### config.mk
export PLATFORM = sky130hd
export DESIGN_NAME = serial_subtractor
export DESIGN_NICKNAME = d
export VERILOG_FILES = /design/src/rtl/serial_subtractor.sv
export SDC_FILE = /design/constraint.sdc
export NUM_CORES = 1
export LEC_CHECK = 0
export ABC_CLOCK_PERIOD_IN_PS = 1700
export BUFFER_PORTS_ARGS = -buffer_cell sky130_fd_sc_hd__buf_4
export CAP_MARGIN = 5
export CORE_AREA = 2 2 66 68
export CTS_CLUSTER_DIAMETER = 60
export DETAILED_ROUTE_END_ITERATION = 8
export DIE_AREA = 0 0 68 70
export GPL_ROUTABILITY_DRIVEN = 0
export GPL_TIMING_DRIVEN = 0
export SETUP_SLACK_MARGIN = 0.05
export SLEW_MARGIN = 20
export SYNTH_ARGS = -nofsm -noshare
export SYNTH_HDL_FRONTEND = slang
export SYNTH_SLANG_ARGS = --single-unit
### constraint.sdc
create_clock -name clk -period 1.7 [get_ports clk]
set_clock_uncertainty 0.2 [all_clocks]
set_input_delay 0.17 -clock clk [delete_from_list [all_inputs] [get_ports clk]]
set_output_delay 0.17 -clock clk [all_outputs]
set_load 0.01 [all_outputs]
### src/rtl/serial_subtractor.sv
// Bit-serial WIDTH-bit subtractor (d = a - b, LSB first) with one full-subtractor cell and a borrow flop.
// Optional signed-overflow output enabled by defining SERIAL_SUB_OVF_EN.
module serial_subtractor #(
    parameter int WIDTH = 8
) (
    input  logic             clk,
    input  logic             rst_n,
    input  logic             start,
    input  logic [WIDTH-1:0] a,
    input  logic [WIDTH-1:0] b,
    output logic             busy,
    output logic             done,
    output logic [WIDTH-1:0] d,
    output logic             borrow
`ifdef SERIAL_SUB_OVF_EN
    ,
    output logic             ovf
`endif
);

    localparam int CNT_W = (WIDTH > 1) ? $clog2(WIDTH) : 1;
    localparam logic [CNT_W-1:0] CNT_LAST = CNT_W'(WIDTH - 1);

    typedef enum logic [1:0] {IDLE, RUN, DONE} state_t;

    state_t             state_reg, state_next;
    logic [WIDTH-1:0]   sa_reg, sb_reg, sd_reg;
    logic [WIDTH-1:0]   sa_next, sb_next, sd_next;
    logic [CNT_W-1:0]   cnt_reg;
    logic               br_reg;
    logic [WIDTH-1:0]   d_reg;
    logic               borrow_reg;
    logic               busy_reg, done_reg;
    logic               accept, last_step;
    logic               x, y, bin, diff_bit, bout;

    assign accept    = start && ((state_reg == IDLE) || (state_reg == DONE));
    assign last_step = (state_reg == RUN) && (cnt_reg == CNT_LAST);

    // Single full-subtractor cell operating on the current LSBs.
    assign x        = sa_reg[0];
    assign y        = sb_reg[0];
    assign bin      = br_reg;
    assign diff_bit = x ^ y ^ bin;
    assign bout     = (~x & y) | (~(x ^ y) & bin);

    // Right-shift wiring: operands shift in zeros, the result shifts in the new diff bit.
    genvar gi;
    generate
        for (gi = 0; gi < WIDTH - 1; gi++) begin : g_shift
            assign sa_next[gi] = sa_reg[gi+1];
            assign sb_next[gi] = sb_reg[gi+1];
            assign sd_next[gi] = sd_reg[gi+1];
        end
    endgenerate
    assign sa_next[WIDTH-1] = 1'b0;
    assign sb_next[WIDTH-1] = 1'b0;
    assign sd_next[WIDTH-1] = diff_bit;

    always_comb begin
        state_next = state_reg;
        case (state_reg)
            IDLE:    if (start) state_next = RUN;
            RUN:     if (last_step) state_next = DONE;
            DONE:    state_next = start ? RUN : IDLE;
            default: state_next = IDLE;
        endcase
    end

    always_ff @(posedge clk) begin
        if (!rst_n) begin
            state_reg  <= IDLE;
            busy_reg   <= 1'b0;
            done_reg   <= 1'b0;
        end else begin
            state_reg  <= state_next;
            busy_reg   <= (state_next == RUN);
            done_reg   <= (state_next == DONE);
        end
    end

    always_ff @(posedge clk) begin
        if (!rst_n) begin
            sa_reg     <= '0;
            sb_reg     <= '0;
            sd_reg     <= '0;
            br_reg     <= 1'b0;
            cnt_reg    <= '0;
            d_reg      <= '0;
            borrow_reg <= 1'b0;
        end else if (accept) begin
            sa_reg  <= a;
            sb_reg  <= b;
            sd_reg  <= '0;
            br_reg  <= 1'b0;
            cnt_reg <= '0;
        end else if (state_reg == RUN) begin
            sa_reg  <= sa_next;
            sb_reg  <= sb_next;
            sd_reg  <= sd_next;
            br_reg  <= bout;
            cnt_reg <= cnt_reg + CNT_W'(1);
            if (last_step) begin
                d_reg      <= sd_next;
                borrow_reg <= bout;
            end
        end
    end

`ifdef SERIAL_SUB_OVF_EN
    logic a_msb_reg, ovf_reg;

    // On the last step y is the subtrahend MSB and diff_bit is the result MSB.
    always_ff @(posedge clk) begin
        if (!rst_n) begin
            a_msb_reg <= 1'b0;
            ovf_reg   <= 1'b0;
        end else if (accept) begin
            a_msb_reg <= a[WIDTH-1];
        end else if (last_step) begin
            ovf_reg <= (a_msb_reg != y) && (diff_bit != a_msb_reg);
        end
    end

    assign ovf = ovf_reg;
`endif

    assign busy   = busy_reg;
    assign done   = done_reg;
    assign d      = d_reg;
    assign borrow = borrow_reg;

endmodule
After elaboration in Yosys (flattened, before gate mapping)
Index checks and enable logic that the tools add are counted.
{"block": "word_totals", "inputBits": 19, "regBits": 41, "out_inout_bits": 11, "word_cells": 40}
{"block": "classes", "add_sub_neg": 1, "reduce_logical": 7, "bitwise": 9, "muxes": 8, "eq_ne": 5}
{"operator": "8-bit 2-to-1 mux", "n": 4}
{"operator": "2-bit case mux with 3 select lines", "n": 1}
{"operator": "2-bit by 1-bit == test with 1-bit output, second input constant", "n": 2}
{"operator": "2-bit == test, second input constant", "n": 2}
{"operator": "2-bit 2-to-1 mux", "n": 2}
{"operator": "1-bit NOT", "n": 4}
{"operator": "3-bit by 1-bit adder with 3-bit output, second input constant", "n": 1}
{"operator": "3-bit == test, second input constant", "n": 1}
{"operator": "3-bit AND reduction", "n": 1}
{"operator": "1-bit bitwise AND", "n": 2}
{"operator": "1-bit logical AND", "n": 2}
{"operator": "2-bit logical NOT", "n": 1}
{"operator": "2-bit nonzero test", "n": 1}
{"operator": "2-bit OR reduction", "n": 1}
{"operator": "1-bit bitwise XOR", "n": 2}
{"operator": "1-bit logical OR", "n": 1}
{"operator": "1-bit 2-to-1 mux", "n": 1}
{"operator": "1-bit bitwise OR", "n": 1}

Logic depth before layout (Yosys ltp)
{"block": "depth", "word_depth": 5, "ltp_mapped": 5, "ltp_nobuf": 5}

Least setup slack after synthesis
No wires, ideal clock.
{"block": "synth_path", "path_kind": "reg2reg", "start": "register cnt_reg[0]", "end": "register busy_reg, in the netlist busy", "setup_time_ps": 128, "stages_incl_launch_ff": 6, "t_arrival_ps": 1114, "slack_ps": 258, "n_path_buf": 1, "path_cell_list": "dfxtp_1 > ha_1 > ha_1 > clkbuf_1 > o21a_1 > nor2_1"}
{"block": "synth_between", "elab_chain_len": 5}
{"item": "start, declared", "line": "29", "text": "logic [CNT_W-1:0] cnt_reg;"}
{"item": "start signal, assigned", "line": "102", "text": "cnt_reg <= cnt_reg + CNT_W'(1);"}
{"item": "3-bit == test", "line": "38", "text": "assign last_step = (state_reg == RUN) && (cnt_reg == CNT_LAST);"}
{"item": "1-bit logical AND", "line": "38"}
{"item": "2-bit 2-to-1 mux", "line": "64", "text": "RUN: if (last_step) state_next = DONE;"}
{"item": "2-bit case mux with 3 select lines", "line": "62", "text": "case (state_reg)"}
{"item": "2-bit by 1-bit == test with 1-bit output", "line": "77", "text": "busy_reg <= (state_next == RUN);"}
{"item": "end signal, assigned", "line": "77"}
{"item": "end, declared", "line": "33", "text": "logic busy_reg, done_reg;"}
Every way passes these cells.
A chain may end at the register's enable or synchronous reset.

Worst setup path in the final report
Same ends and word-level chain as after synthesis.

==> flow_metrics.py <==
metrics = {
    "outcome": {
        "outcome": "finished clean",
    },
    "min_path": {
        "hold_class": "primary input to flip-flop",
    },
    "floorplanning": {
        "core.rowCount": 24,
        "pin_count": 30,
        "dieArea_um2": 4760,
        "coreArea_um2": 4144,
        "start_util_pct": 37.65,
        "die_h_um": 70,
        "die_x_um": 68,
    },
    "layout": {
        "diodes": 0,
        "multi_input_area_um2": 658.1,
        "area_growth_pct": 39.21,
        "final_common_cell": "nand2_1",
        "fill_cells": 419,
        "final_cell_mix": "nand2_1, dfxtp_1, buf_4",
        "layout.nets": 263,
        "ff_latch_area_um2": 800.8,
        "drive_gt1_share_pct": 21.49,
        "fin_util_pct": 52.42,
    },
    "timing": {
        "fin_crit_sh_pct": 89.75,
        "worst_slack_ns": 0.1742,
        "relSlewSlack_pct": 72.04,
        "min_period_ns": 1.526,
        "hold_viol": 0,
        "rsz0062_at_grt": "no",
        "finalSetupViolations": 0,
        "slew_violations": 0,
        "max_freq_mhz": 655.4,
        "worst-slew-pin-transition_ns": 0.4186,
    },
    "setup_path": {
        "max_stage_delay_ns": 0.32,
        "crit_fanout": 10,
        "cp_data_required_time_ns": 1.73,
        "cp.arrival_ns": 1.56,
        "cp-start-kind": "flip-flop",
        "cpMostUsedCell": "ha_1",
        "critical_path_class": "flip-flop to flip-flop",
        "critical-path-slowest-cell": "dfxtp_1",
        "crit_chain": "ha_1, ha_1, clkbuf_2, o21a_1, nor2_1",
        "end_kind": "flip-flop",
    },
    "clock_network": {
        "cts_tree": "done",
        "clock_sink_count": 40,
        "htree_levels": 2,
        "clk_path_buf_depth": 2,
        "clk_latency_ns": 0.29,
        "cts_buffers": 5,
        "path_clk_slew_ns": 0.08,
        "ctsRootBufferMaster": "clkbuf_8",
    },
    "power": {
        "leakage_uw": 0.0008472,
        "clockPowerShare_pct": 46.4,
        "seqPwrFrac_pct": 43.1,
        "switching_share_pct": 21.05,
        "p_comb_share_pct": 10.5,
        "ir_drop_mv": 0.5776,
        "switchingPower_uw": 487.5,
        "p_int_uw": 1829,
        "cellPowerDensity_nw_per_um2": 1066,
    },
    "grt": {
        "grt-ovfl-total": 0,
        "grt_usage_pct": 17.41,
        "antenna_found_initial": 0,
        "grt_pass1_wl_mm": 6.223,
        "grt_pass1_vias": 1412,
        "grt_max_degree": 14,
    },
    "placement": {
        "port_buffers": 29,
        "dp_slack_ns": 0.003769,
        "dp_hpwl_mm": 2.316,
    },
    "synth": {
        "synth.avg_cell_area_um2": 8.299,
        "synth_top_area_share_pct": 51.32,
        "synthCells": 188,
        "ys_seq_area_share_pct": 51.32,
        "synth_top_cells_by_area": "dfxtp_1, nand2_1, a21oi_1, a31oi_1, nand3_1",
        "yosysTopAreaCell": "dfxtp_1",
        "ys_ff_latch": 40,
        "ys_warn_count": 0,
        "syn_area_um2": 1560,
        "synth_nets": 210,
        "synthDistinctLibCells": 24,
    },
    "drt": {
        "wl_per_cell_um": 12.05,
        "drt.antenna.violating_nets": 0,
        "drt_iter0_drc": 100,
        "drc_errors": 0,
        "totalWireLength_mm": 3.542,
        "num_vias": 1436,
        "firstDrtPassIters": 4,
        "viasPerCell": 4.884,
    },
    "flow_run": {
        "max_cap_violations": 0,
    },
}
[what timing repair did]
item / CTS / global route
resized for setup: 1 / 2
setup endpoints to repair: 5 / 13
hold buffers: 16 / 0
buffers inserted: 0 / 1
endpoints found under the hold margin: 16 / 0
[routing by layer]
metal  track usage (%)  share of wire [%]  up-vias
li1                  -                  -      741
met1             20.02                 45      655
met2             29.77                 49       33
met3             5.314                4.1        7
met4             6.000                1.7        0
met5                 0                  0        -
[worst paths after layout]
path / from / end / slack (ns) / cells past startpoint
worst min register to register: d[6] / d[6] / 0.26 / 2
worst max-delay path: cnt_reg[0] / busy / 0.17 / 5
worst max register to register: cnt_reg[0] / busy / 0.17 / 5
worst min-delay path: b[4] / sb_reg[4] / 0.01 / 3
[synthesized netlist by cell type, drive strengths merged]
| cell type | instances |
|---|---|
| nand2 | 54 |
| dfxtp | 40 |
| a21oi | 23 |
| buf | 12 |
| a31oi | 11 |
| nand3 | 11 |
| o21ai | 11 |
| nor2 | 6 |
| a22oi | 3 |
| inv | 3 |
| clkbuf | 2 |
| ha | 2 |
| nand2b | 2 |
| a211oi | 1 |
| a311oi | 1 |
| and2b | 1 |
| fa | 1 |
| nand3b | 1 |
| nor2b | 1 |
| o21a | 1 |
| xnor2 | 1 |
[cell type report]
class                   count  share of cell area (%)
inverters                   3                  0.5184
clock inverters             3                   4.147
plain buffers              14                   4.263
flip-flops and latches     40                   36.87
well taps                  52                   2.995
repair buffers             46                   17.74
clock buffers               5                   3.168
multi-input cells         131                   30.30
[power by group through the flow]
stage / logic [µW] / registers (µW) / clock network, µW
final: 243 / 998 / 1080
after global routing: 274 / 1000 / 1130
after CTS: 244 / 998 / 1090
after detailed placement: 215 / 1020 / 0
after global placement: 214 / 1020 / 0
after floorplan: 140 / 1020 / 0
[stage by stage]
stage | total power [µW] | area (µm²) | instances | setup TNS (ns) | hold slack, ns
2_1_floorplan | 1156 | 1560 | 188 | 0 | 0.1036
3_3_place_gp | 1233 | 1843 | 269 | -0.005974 | 0.2292
3_5_place_dp | 1235 | 1843 | 269 | 0 | 0.2301
4_1_cts | 2332 | 2163 | 293 | 0 | 0.01908
5_1_grt | 2411 | 2172 | 294 | 0 | 0.02872
6_report | 2316 | 2172 | 294 | 0 | 0.01095
[cell families after synthesis]
kind of cell	after synthesis	share of synthesized area (%)
flops	40	51.32
fa+ha+maj	3	2.887
compound gates	51	18.60
buf+inv	17	6.495
simple gates	76	20.13
xor+xnor	1	0.5614
[worst max-delay path: cells and delay by family, from the launching register on]
kind | cells | cell delay, ns
buf+inv | 1 | 0.21
fa+ha+maj | 2 | 0.42
compound gates | 1 | 0.23
flops | 1 | 0.32
simple gates | 1 | 0.08
(Power assumes the default switching activity.)
